==> src/rtl/router_rd_sched.sv <==
// router_rd_sched
// Read-side scheduler for the 1x3 router. It watches the three router output
// FIFOs and drains one whole packet at a time. Channels are served
// round-robin, and the bytes are merged onto one valid/ready byte stream.
// Packet layout: header (length in [7:2], address in [1:0]), then length
// payload bytes, then one parity byte.
//
// Ports
//   clk, resetn                 clock (rising edge), async active-low reset
//   vld_out_0/1/2               router FIFO x non-empty
//   d_out_0/1/2 [7:0]           router FIFO x data, valid one cycle after a read
//   read_enb_0/1/2              read strobe to FIFO x (at most one high per cycle)
//   m_data [7:0], m_valid       merged output byte and its valid
//   m_ready                     downstream accept
//   m_chan [1:0]                source channel of m_data
//   m_sop, m_eop                m_data is the header / the parity byte
//   abort                       1-cycle pulse when a starved packet is abandoned
//   sched_busy                  a packet is locked (FSM not IDLE)
module router_rd_sched #(
  parameter int ABORT_CYC = 64
) (
  input  logic       clk,
  input  logic       resetn,
  input  logic       vld_out_0,
  input  logic       vld_out_1,
  input  logic       vld_out_2,
  input  logic [7:0] d_out_0,
  input  logic [7:0] d_out_1,
  input  logic [7:0] d_out_2,
  output logic       read_enb_0,
  output logic       read_enb_1,
  output logic       read_enb_2,
  output logic [7:0] m_data,
  output logic       m_valid,
  input  logic       m_ready,
  output logic [1:0] m_chan,
  output logic       m_sop,
  output logic       m_eop,
  output logic       abort,
  output logic       sched_busy
);

  typedef enum logic [1:0] {IDLE, HDR, HWAIT, BODY} state_t;

  typedef struct packed {
    logic       eop;
    logic       sop;
    logic [1:0] chan;
    logic [7:0] data;
  } beat_t;

  localparam logic [7:0] STARVE_LAST = 8'(ABORT_CYC - 1);

  state_t     state_q, state_d;
  logic [1:0] chan_q, chan_d;
  logic [1:0] rr_q, rr_d;
  logic [6:0] rem_q, rem_d;
  logic [7:0] starve_q, starve_d;
  // Tags of the read issued last cycle; its data is captured this cycle.
  logic       infl_q, infl_d;
  logic [1:0] infl_chan_q, infl_chan_d;
  logic       infl_sop_q, infl_sop_d;
  logic       infl_eop_q, infl_eop_d;
  // Two-entry output skid buffer.
  beat_t      buf_q [2];
  beat_t      buf_d [2];
  logic       wr_ptr_q, wr_ptr_d;
  logic       rd_ptr_q, rd_ptr_d;
  logic [1:0] cnt_q, cnt_d;

  logic [2:0] vld;
  logic       vld_c;
  logic       credit_ok;
  logic       rd_issue;
  logic       grant_ok;
  logic [1:0] grant_ch;
  logic [1:0] cand1, cand2;
  logic [7:0] d_cap;
  logic       push, pop;
  beat_t      head;

  function automatic logic [1:0] inc3(input logic [1:0] c);
    return (c == 2'd2) ? 2'd0 : c + 2'd1;
  endfunction

  function automatic logic pick(input logic [2:0] v, input logic [1:0] c);
    case (c)
      2'd0:    return v[0];
      2'd1:    return v[1];
      2'd2:    return v[2];
      default: return 1'b0;
    endcase
  endfunction

  assign vld   = {vld_out_2, vld_out_1, vld_out_0};
  assign vld_c = pick(vld, chan_q);
  assign cand1 = inc3(rr_q);
  assign cand2 = inc3(cand1);

  // The read data always belongs to the channel that the read targeted.
  always_comb begin
    case (infl_chan_q)
      2'd1:    d_cap = d_out_1;
      2'd2:    d_cap = d_out_2;
      default: d_cap = d_out_0;
    endcase
  end

  // A read is issued only when its byte is sure to find a free buffer slot.
  // That slot stays free whatever m_ready does.
  assign credit_ok = ({1'b0, cnt_q} + {2'b00, infl_q}) < 3'd2;

  // Round-robin search starting at the rr pointer.
  always_comb begin
    grant_ok = 1'b1;
    grant_ch = rr_q;
    if (pick(vld, rr_q))       grant_ch = rr_q;
    else if (pick(vld, cand1)) grant_ch = cand1;
    else if (pick(vld, cand2)) grant_ch = cand2;
    else                       grant_ok = 1'b0;
  end

  always_comb begin
    state_d    = state_q;
    chan_d     = chan_q;
    rr_d       = rr_q;
    rem_d      = rem_q;
    starve_d   = starve_q;
    rd_issue   = 1'b0;
    abort      = 1'b0;
    infl_sop_d = 1'b0;
    infl_eop_d = 1'b0;

    case (state_q)
      IDLE: begin
        if (grant_ok) begin
          chan_d  = grant_ch;
          state_d = HDR;
        end
      end
      HDR: begin
        if (vld_c && credit_ok) begin
          rd_issue   = 1'b1;
          infl_sop_d = 1'b1;
          state_d    = HWAIT;
        end
      end
      HWAIT: begin
        // The payload length plus the parity byte.
        rem_d   = {1'b0, d_cap[7:2]} + 7'd1;
        state_d = BODY;
      end
      BODY: begin
        if (vld_c && credit_ok && rem_q != 7'd0) begin
          rd_issue = 1'b1;
          rem_d    = rem_q - 7'd1;
          if (rem_q == 7'd1) begin
            infl_eop_d = 1'b1;
            state_d    = IDLE;
            rr_d       = inc3(chan_q);
          end
        end
      end
      default: state_d = IDLE;
    endcase

    // Starvation watchdog on the locked channel. A firing watchdog needs
    // vld_c low, so no read can be issued in the same cycle.
    if (state_q == HDR || state_q == BODY) begin
      if (vld_c) begin
        starve_d = '0;
      end else if (starve_q == STARVE_LAST) begin
        abort    = 1'b1;
        state_d  = IDLE;
        rr_d     = inc3(chan_q);
        starve_d = '0;
      end else begin
        starve_d = starve_q + 8'd1;
      end
    end else if (state_q == IDLE || vld_c) begin
      starve_d = '0;
    end

    infl_d      = rd_issue;
    infl_chan_d = rd_issue ? chan_q : infl_chan_q;
  end

  assign push = infl_q;
  assign pop  = m_valid && m_ready;

  always_comb begin
    buf_d = buf_q;
    if (push) begin
      buf_d[wr_ptr_q].data = d_cap;
      buf_d[wr_ptr_q].chan = infl_chan_q;
      buf_d[wr_ptr_q].sop  = infl_sop_q;
      buf_d[wr_ptr_q].eop  = infl_eop_q;
    end
    wr_ptr_d = wr_ptr_q ^ push;
    rd_ptr_d = rd_ptr_q ^ pop;
    cnt_d    = cnt_q + {1'b0, push} - {1'b0, pop};
  end

  always_ff @(posedge clk or negedge resetn) begin
    if (!resetn) begin
      state_q     <= IDLE;
      chan_q      <= '0;
      rr_q        <= '0;
      rem_q       <= '0;
      starve_q    <= '0;
      infl_q      <= 1'b0;
      infl_chan_q <= '0;
      infl_sop_q  <= 1'b0;
      infl_eop_q  <= 1'b0;
      buf_q[0]    <= '0;
      buf_q[1]    <= '0;
      wr_ptr_q    <= 1'b0;
      rd_ptr_q    <= 1'b0;
      cnt_q       <= '0;
    end else begin
      state_q     <= state_d;
      chan_q      <= chan_d;
      rr_q        <= rr_d;
      rem_q       <= rem_d;
      starve_q    <= starve_d;
      infl_q      <= infl_d;
      infl_chan_q <= infl_chan_d;
      infl_sop_q  <= infl_sop_d;
      infl_eop_q  <= infl_eop_d;
      buf_q[0]    <= buf_d[0];
      buf_q[1]    <= buf_d[1];
      wr_ptr_q    <= wr_ptr_d;
      rd_ptr_q    <= rd_ptr_d;
      cnt_q       <= cnt_d;
    end
  end

  assign head       = buf_q[rd_ptr_q];
  assign m_valid    = (cnt_q != 2'd0);
  assign m_data     = m_valid ? head.data : 8'd0;
  assign m_chan     = m_valid ? head.chan : 2'd0;
  assign m_sop      = m_valid && head.sop;
  assign m_eop      = m_valid && head.eop;
  assign read_enb_0 = rd_issue && (chan_q == 2'd0);
  assign read_enb_1 = rd_issue && (chan_q == 2'd1);
  assign read_enb_2 = rd_issue && (chan_q == 2'd2);
  assign sched_busy = (state_q != IDLE);

endmodule
==> config.mk <==
export PLATFORM = sky130hd
export DESIGN_NAME = router_rd_sched
export DESIGN_NICKNAME = d
export VERILOG_FILES = /design/src/rtl/router_rd_sched.sv
export SDC_FILE = /design/constraint.sdc
export NUM_CORES = 1
export LEC_CHECK = 0
export ABC_AREA = 0
export CAP_MARGIN = 20
export CORE_UTILIZATION = 35
export CTS_CLUSTER_DIAMETER = 120
export DETAILED_ROUTE_END_ITERATION = 8
export GPL_ROUTABILITY_DRIVEN = 0
export SLEW_MARGIN = 20
export SYNTH_ARGS = -nofsm -noshare
export SYNTH_HDL_FRONTEND = slang
export SYNTH_SLANG_ARGS = --single-unit
==> constraint.sdc <==
create_clock -name clk -period 1.9 [get_ports clk]
set_input_delay 0.285 -clock clk [delete_from_list [all_inputs] [get_ports clk]]
set_output_delay 0.285 -clock clk [all_outputs]
set_load 0.02 [all_outputs]
== After elaboration in Yosys (flattened, before gate mapping) ==
Cells that the tools add are included.

* Add/sub/neg operators: 9
* Order comparisons: 4
* Eq/ne operators: 16
* Muxes and demuxes: 64
* Bitwise operators: 4
* Reductions and logical operators: 23

{| class="wikitable"
|+ Operators by type and width
! operator !! count
|-
| $bwmux 24 || 4
|-
| $demux 12 s1 || 4
|-
| $mux 12 || 4
|-
| $mux 8 || 6
|-
| $mux 2 || 20
|-
| $pmux 8 s2 || 1
|-
| $mux 1 || 15
|-
| $eq 2x2->1 const B || 7
|-
| $pmux 7 s2 || 1
|-
| $eq 2x1->1 const B || 6
|-
| $pmux 1 s3 || 4
|-
| $mux 11 || 1
|-
| $logic_not 2->1 || 5
|-
| $mux 10 || 1
|-
| $logic_and 1x1->1 || 9
|-
| $add 8x1->8 const B || 1
|-
| $eq 8x6->1 const B || 1
|-
| $pmux 2 s4 || 1
|-
| $reduce_bool 2->1 || 4
|-
| $add 6x1->7 const B || 1
|-
| $eq 7x1->1 const B || 1
|-
| $mux 7 || 1
|-
| $reduce_bool 7->1 || 1
|-
| $sub 7x1->7 const B || 1
|-
| other kinds (13) || 20
|}

* Bits in registers: 54
* Input port bits: 30
* Output and inout bits: 18
* Word-level logic and storage cells: 140

== Logic depth before layout (Yosys ltp) ==
* Word-level depth: 16
* Gate-level depth with buffers: 9
* Depth with buffers taken out: 8

== Worst setup path after synthesis ==
OpenSTA, ideal clock, no wires.

* Kind: reg-to-reg
* From: reg infl_chan_q[0]
* To: reg rem_q[4]
* Library setup time: 0.094 ns
* Arrival: 1.946 ns
* Setup slack: -0.140 ns
* Stages on the path, launching flop included: 9
* Path buffers: 1
* Period minus slack after synthesis: 2.040 ns
* Cell sequence: dfrtp_1 -> inv_1 -> ha_1 -> buf_4 -> o21ai_1 -> ha_1 -> nand3_1 -> xor2_1 -> a221oi_2

* Word-level cells in the longest chain between the ends: 4
* Elaborated cells between the ends (all ways): 5

{| class="wikitable"
|+ RTL lines
! element !! RTL line !! text
|-
| start, declared || 61 || <nowiki>logic [1:0] infl_chan_q, infl_chan_d;</nowiki>
|-
| start signal, assigned || 227 || <nowiki>infl_chan_q <= infl_chan_d;</nowiki>
|-
| $eq 2x2->1 / $eq 2x1->1 (equally long branches) || 102 || <nowiki>case (infl_chan_q)</nowiki>
|-
| $pmux 8 s2 * || 102 ||
|-
| named net d_cap[2] || 78 || <nowiki>logic [7:0] d_cap;</nowiki>
|-
| $add 6x1->7 * || 150 || <nowiki>rem_d = {1'b0, d_cap[7:2]} + 7'd1;</nowiki>
|-
| $pmux 7 s2 * || 134 || <nowiki>case (state_q)</nowiki>
|-
| end signal, assigned || 224 || <nowiki>rem_q <= rem_d;</nowiki>
|-
| end, declared || 57 || <nowiki>logic [6:0] rem_q, rem_d;</nowiki>
|}

Mark *: on every way through the listed nets, which the timed path passes. The rest lies on a longest branch.
A chain may end at the register's enable or synchronous reset.

== Final worst setup path ==
* From: reg chan_q[1]
* To: out read_enb_0

* Word-level cells in the longest chain between the ends: 7
* Elaborated cells between the ends (all ways): 10

{| class="wikitable"
|+ RTL lines
! element !! RTL line !! text
|-
| start, declared || 55 || <nowiki>logic [1:0] chan_q, chan_d;</nowiki>
|-
| start signal, assigned || 222 || <nowiki>chan_q <= chan_d;</nowiki>
|-
| $eq 2x2->1, or another cell as far along || 87 || <nowiki>case (c)</nowiki>
|-
| $pmux 1 s3 * || 87 ||
|-
| $logic_and 1x1->1 * || 142, 154 ||
|-
| $logic_and 1x1->1 || 154 || <nowiki>if (vld_c && credit_ok && rem_q != 7'd0) begin</nowiki>
|-
| $mux 1 || 154 ||
|-
| $pmux 1 s2 * || 134 ||
|-
| named net infl_d || 60 || <nowiki>logic infl_q, infl_d;</nowiki>
|-
| $logic_and 1x1->1 * || 244 || <nowiki>assign read_enb_0 = rd_issue && (chan_q == 2'd0);</nowiki>
|-
| end, declared || 30 || <nowiki>output logic read_enb_0,</nowiki>
|}

Marks and branches as above.

==> flow_metrics.env <==
export IMPL_synth_most_common_cell="dfrtp_1"
export IMPL_nets=460
export IMPL_first_global_vias=2509
export IMPL_yosys_register_bits=54
export IMPL_fin_ws_ns=-0.150
export IMPL_dieArea_sq_um=9190
export IMPL_core_sq_um=8380
export IMPL_failed_checks="negative setup slack"
export IMPL_clk_pin_slew_ns=0.10
export IMPL_track_usage_pct=16.7
export IMPL_drive_gt1_share_pct=37.6
export IMPL_ant_nets=0
export IMPL_cts_root_buffer="clkbuf_8"
export IMPL_maxSlewViolCount=0
export IMPL_required_ns=1.62
export IMPL_ctsLongestPathBuffers=2
export IMPL_crit_family="compound AO/OA/AOI/OAI gates"
export IMPL_status="complete, but fails checks"
export IMPL_antenna_found_initial=0
export IMPL_numCtsBuffers=5
export IMPL_crit_chain="a211o_1, o2bb2ai_4, nand2_2, nor2_4, and2_4, buf_6"
export IMPL_finalCritPeriodShare_pct=108
export IMPL_crit_slowest_cell="dfrtp_1"
export IMPL_start_util_pct=36.8
export IMPL_synthesis_nets=340
export IMPL_critical_path_class="reg -> out"
export IMPL_finalSetupViolCount=6
export IMPL_cp_start_kind="flip-flop"
export IMPL_end_kind="output port"
export IMPL_hold_violations=0
export IMPL_worst_path_buf_inv=1
export IMPL_fin_crit_ns=2.05
export IMPL_synth_area_leaders="dfrtp_1, mux2_2, mux2i_1"
export IMPL_drcViolationCount=0
export IMPL_yosysSeqAreaShare_pct=43.8
export IMPL_synth_common_cells="dfrtp_1, nor2_1, mux2_2, nand2_1, o21ai_0"
export IMPL_setup_tns_ns=-0.589
export IMPL_tightest_slew_ns=0.656
export IMPL_synth_top_area_cell="dfrtp_1"
export IMPL_intPower_w=0.00301
export IMPL_tritoncts="yes"
export IMPL_cts_num_sinks=54
export IMPL_drt_total_wl_microns=7570
export IMPL_maxCapViolCount=0
export IMPL_synth_avg_cell_area_sq_um=10.3
export IMPL_max_stage_delay_ns=0.43
export IMPL_avgRoutedWirePerCell_microns=14.4
export IMPL_boundaryPins=48
export IMPL_vdd_drop_max_mv=0.493
export IMPL_timing_hold_ws_ns=0.495
export IMPL_r2r_start="infl_chan_q[1]"
export IMPL_drt_iter0_markers=98
export IMPL_comb_power_share_pct=50.7
export IMPL_clock_latency_ns=0.32
export IMPL_rsz0062_at_grt="true"
export IMPL_synthArstFlopShare_pct=100
export IMPL_fin_skew_ns=0.0131
export IMPL_antenna_cells=0
export IMPL_leakage_nw=2.07
export IMPL_fp_dieW_microns=95.9
export IMPL_synthFlopType="dfrtp_1"
export IMPL_crit_fanout=4
export IMPL_pwr_share_clk_pct=14.4
export IMPL_ys_types=58
export IMPL_yosys_warnings=0
export IMPL_rows=33
export IMPL_dp_hpwl_microns=5400
export IMPL_first_pass_iters=4
export IMPL_sequentialPowerShare_pct=34.9
export IMPL_power_density_nw_per_um2=1080
export IMPL_synth_edff_count=0
export IMPL_overflow=0
export IMPL_slew_limit_headroom_pct=56.3
export IMPL_switching_share_pct=38.1
export IMPL_synthToLayoutAreaGrowth_pct=46.0
export IMPL_hold_class="in -> async"
export IMPL_p_sw_w=0.00185
export IMPL_synthCells=299
export IMPL_routed_via_density=5.05
export IMPL_grt_pass1_wl_microns=11900
export IMPL_cp_arrival_ns=1.77
export IMPL_yosys_area_top_type_share_pct=43.8
export IMPL_max_clock_freq_mhz=488
export IMPL_rr_worst_depth=8
export IMPL_routed_via_count=2649
export IMPL_port_buffers=47
export IMPL_grt_max_degree=55
export IMPL_die_h_microns=95.9
export IMPL_rrSetupSlack_ns=-0.07
export IMPL_reg2reg_to="rem_q[5]"
export IMPL_htreeDepth=2
export IMPL_syn_area_sq_um=3090
[layout by cell type, fill, tap and decap left out, types with 4 or more instances in the layout]
cell	Yosys	layout
clkbuf_8	0	5
o21ai_0	18	15
dlygate4sd2_1	0	13
buf_6	1	15
clkdlybuf4s50_1	0	28
nand2_2	0	4
ha_1	11	8
a22oi_1	7	5
mux2_2	24	24
buf_4	4	66
nand2_1	24	18
mux2i_1	15	15
a21oi_1	8	7
dfrtp_1	54	52
nor2_1	27	25
xor2_1	5	4
inv_1	17	16
nand3_1	8	6
[final cells by class]
cell class / count / area [sq um]
multi-input combinational: 215 / 1760
fill: 750 / 3880
clock buffer: 5 / 68.8
sequential: 54 / 1350
tap: 105 / 131
inverter: 17 / 63.8
clock inverter: 3 / 28.8
timing repair buffer: 126 / 1100
[layer usage]
metal | up-vias | GRT usage, % | routed length, microns
li1 | 1298 | - | -
met1 | 1306 | 22.8 | 3670
met2 | 39 | 27.6 | 3670
met3 | 6 | 2.76 | 156
met4 | 0 | 4.48 | 80
met5 | - | 0 | 0
[power by group through the flow]
| stage | combinational [W] | sequential, W | clock (W) |
|---|---|---|---|
| 3_3_place_gp | 0.00238 | 0.00170 | 0 |
| 2_1_floorplan | 0.00139 | 0.00171 | 0 |
| 5_1_grt | 0.00268 | 0.00174 | 0.000767 |
| 4_1_cts | 0.00233 | 0.00169 | 0.000730 |
| 6_report | 0.00246 | 0.00169 | 0.000700 |
| 3_5_place_dp | 0.00240 | 0.00172 | 0 |
[state kept, by name, indices dropped and copies added, names as in the netlist]
signal and count:
infl_q 1, state_q 2, rem_q 7, rd_ptr_q 1, infl_sop_q 1, rr_q 2, infl_eop_q 1, buf_q 24
infl_chan_q 2, wr_ptr_q 1, chan_q 2, cnt_q 2, starve_q 8
[stage by stage]
stage	instances	setup slack [ns]	area (sq um)	power (W)	util [%]
finish	525	-0.150	4500	0.00486	53.7
global route	525	-0.222	4500	0.00518	53.7
CTS	520	-0.176	4380	0.00476	52.3
detailed placement	501	-0.517	4110	0.00412	49.1
global placement	501	-0.453	4110	0.00408	49.1
floorplan	299	-0.00574	3110	0.00310	-
[worst max-delay path by stage]
stage                   startpoint         end  slack [ns]  cells past startpoint
global route             chan_q[1]  read_enb_0       -0.22                      6
floorplan           infl_chan_q[0]    rem_q[4]      -0.006                      9
global placement         vld_out_2  read_enb_1       -0.45                      7
finish                   chan_q[1]  read_enb_0       -0.15                      6
detailed placement       vld_out_2  read_enb_0       -0.52                      7
CTS                       rem_q[5]  read_enb_0       -0.18                      6
[logic make-up after synthesis]
family                     after synthesis  share of synthesized area, %
AOI/OAI and AO/OA                       65                          15.1
xor gates and xnor gates                 8                          2.27
adders and majority gates               11                          4.46
buffers and inverters                   30                          4.54
DFF                                     54                          43.8
muxes                                   41                          14.8
and+or+nand+nor                         90                          15.0
[worst min-delay path: cells and delay by family]
kind,cells,cell delay (ns)
buffers and inverters,3,0.92
[what timing repair did]
item / 4_1_cts / 5_1_grt
buffers inserted: 10 / 4
gates resized for setup: 63 / 27
gates cloned: 0 / 1
pin swaps: 13 / 19
setup endpoints to repair: 26 / 24
hold buffers: 1 / 0
endpoints found under the hold margin: 54 / 0
No activity file was read; power rests on OpenSTA's default activity.
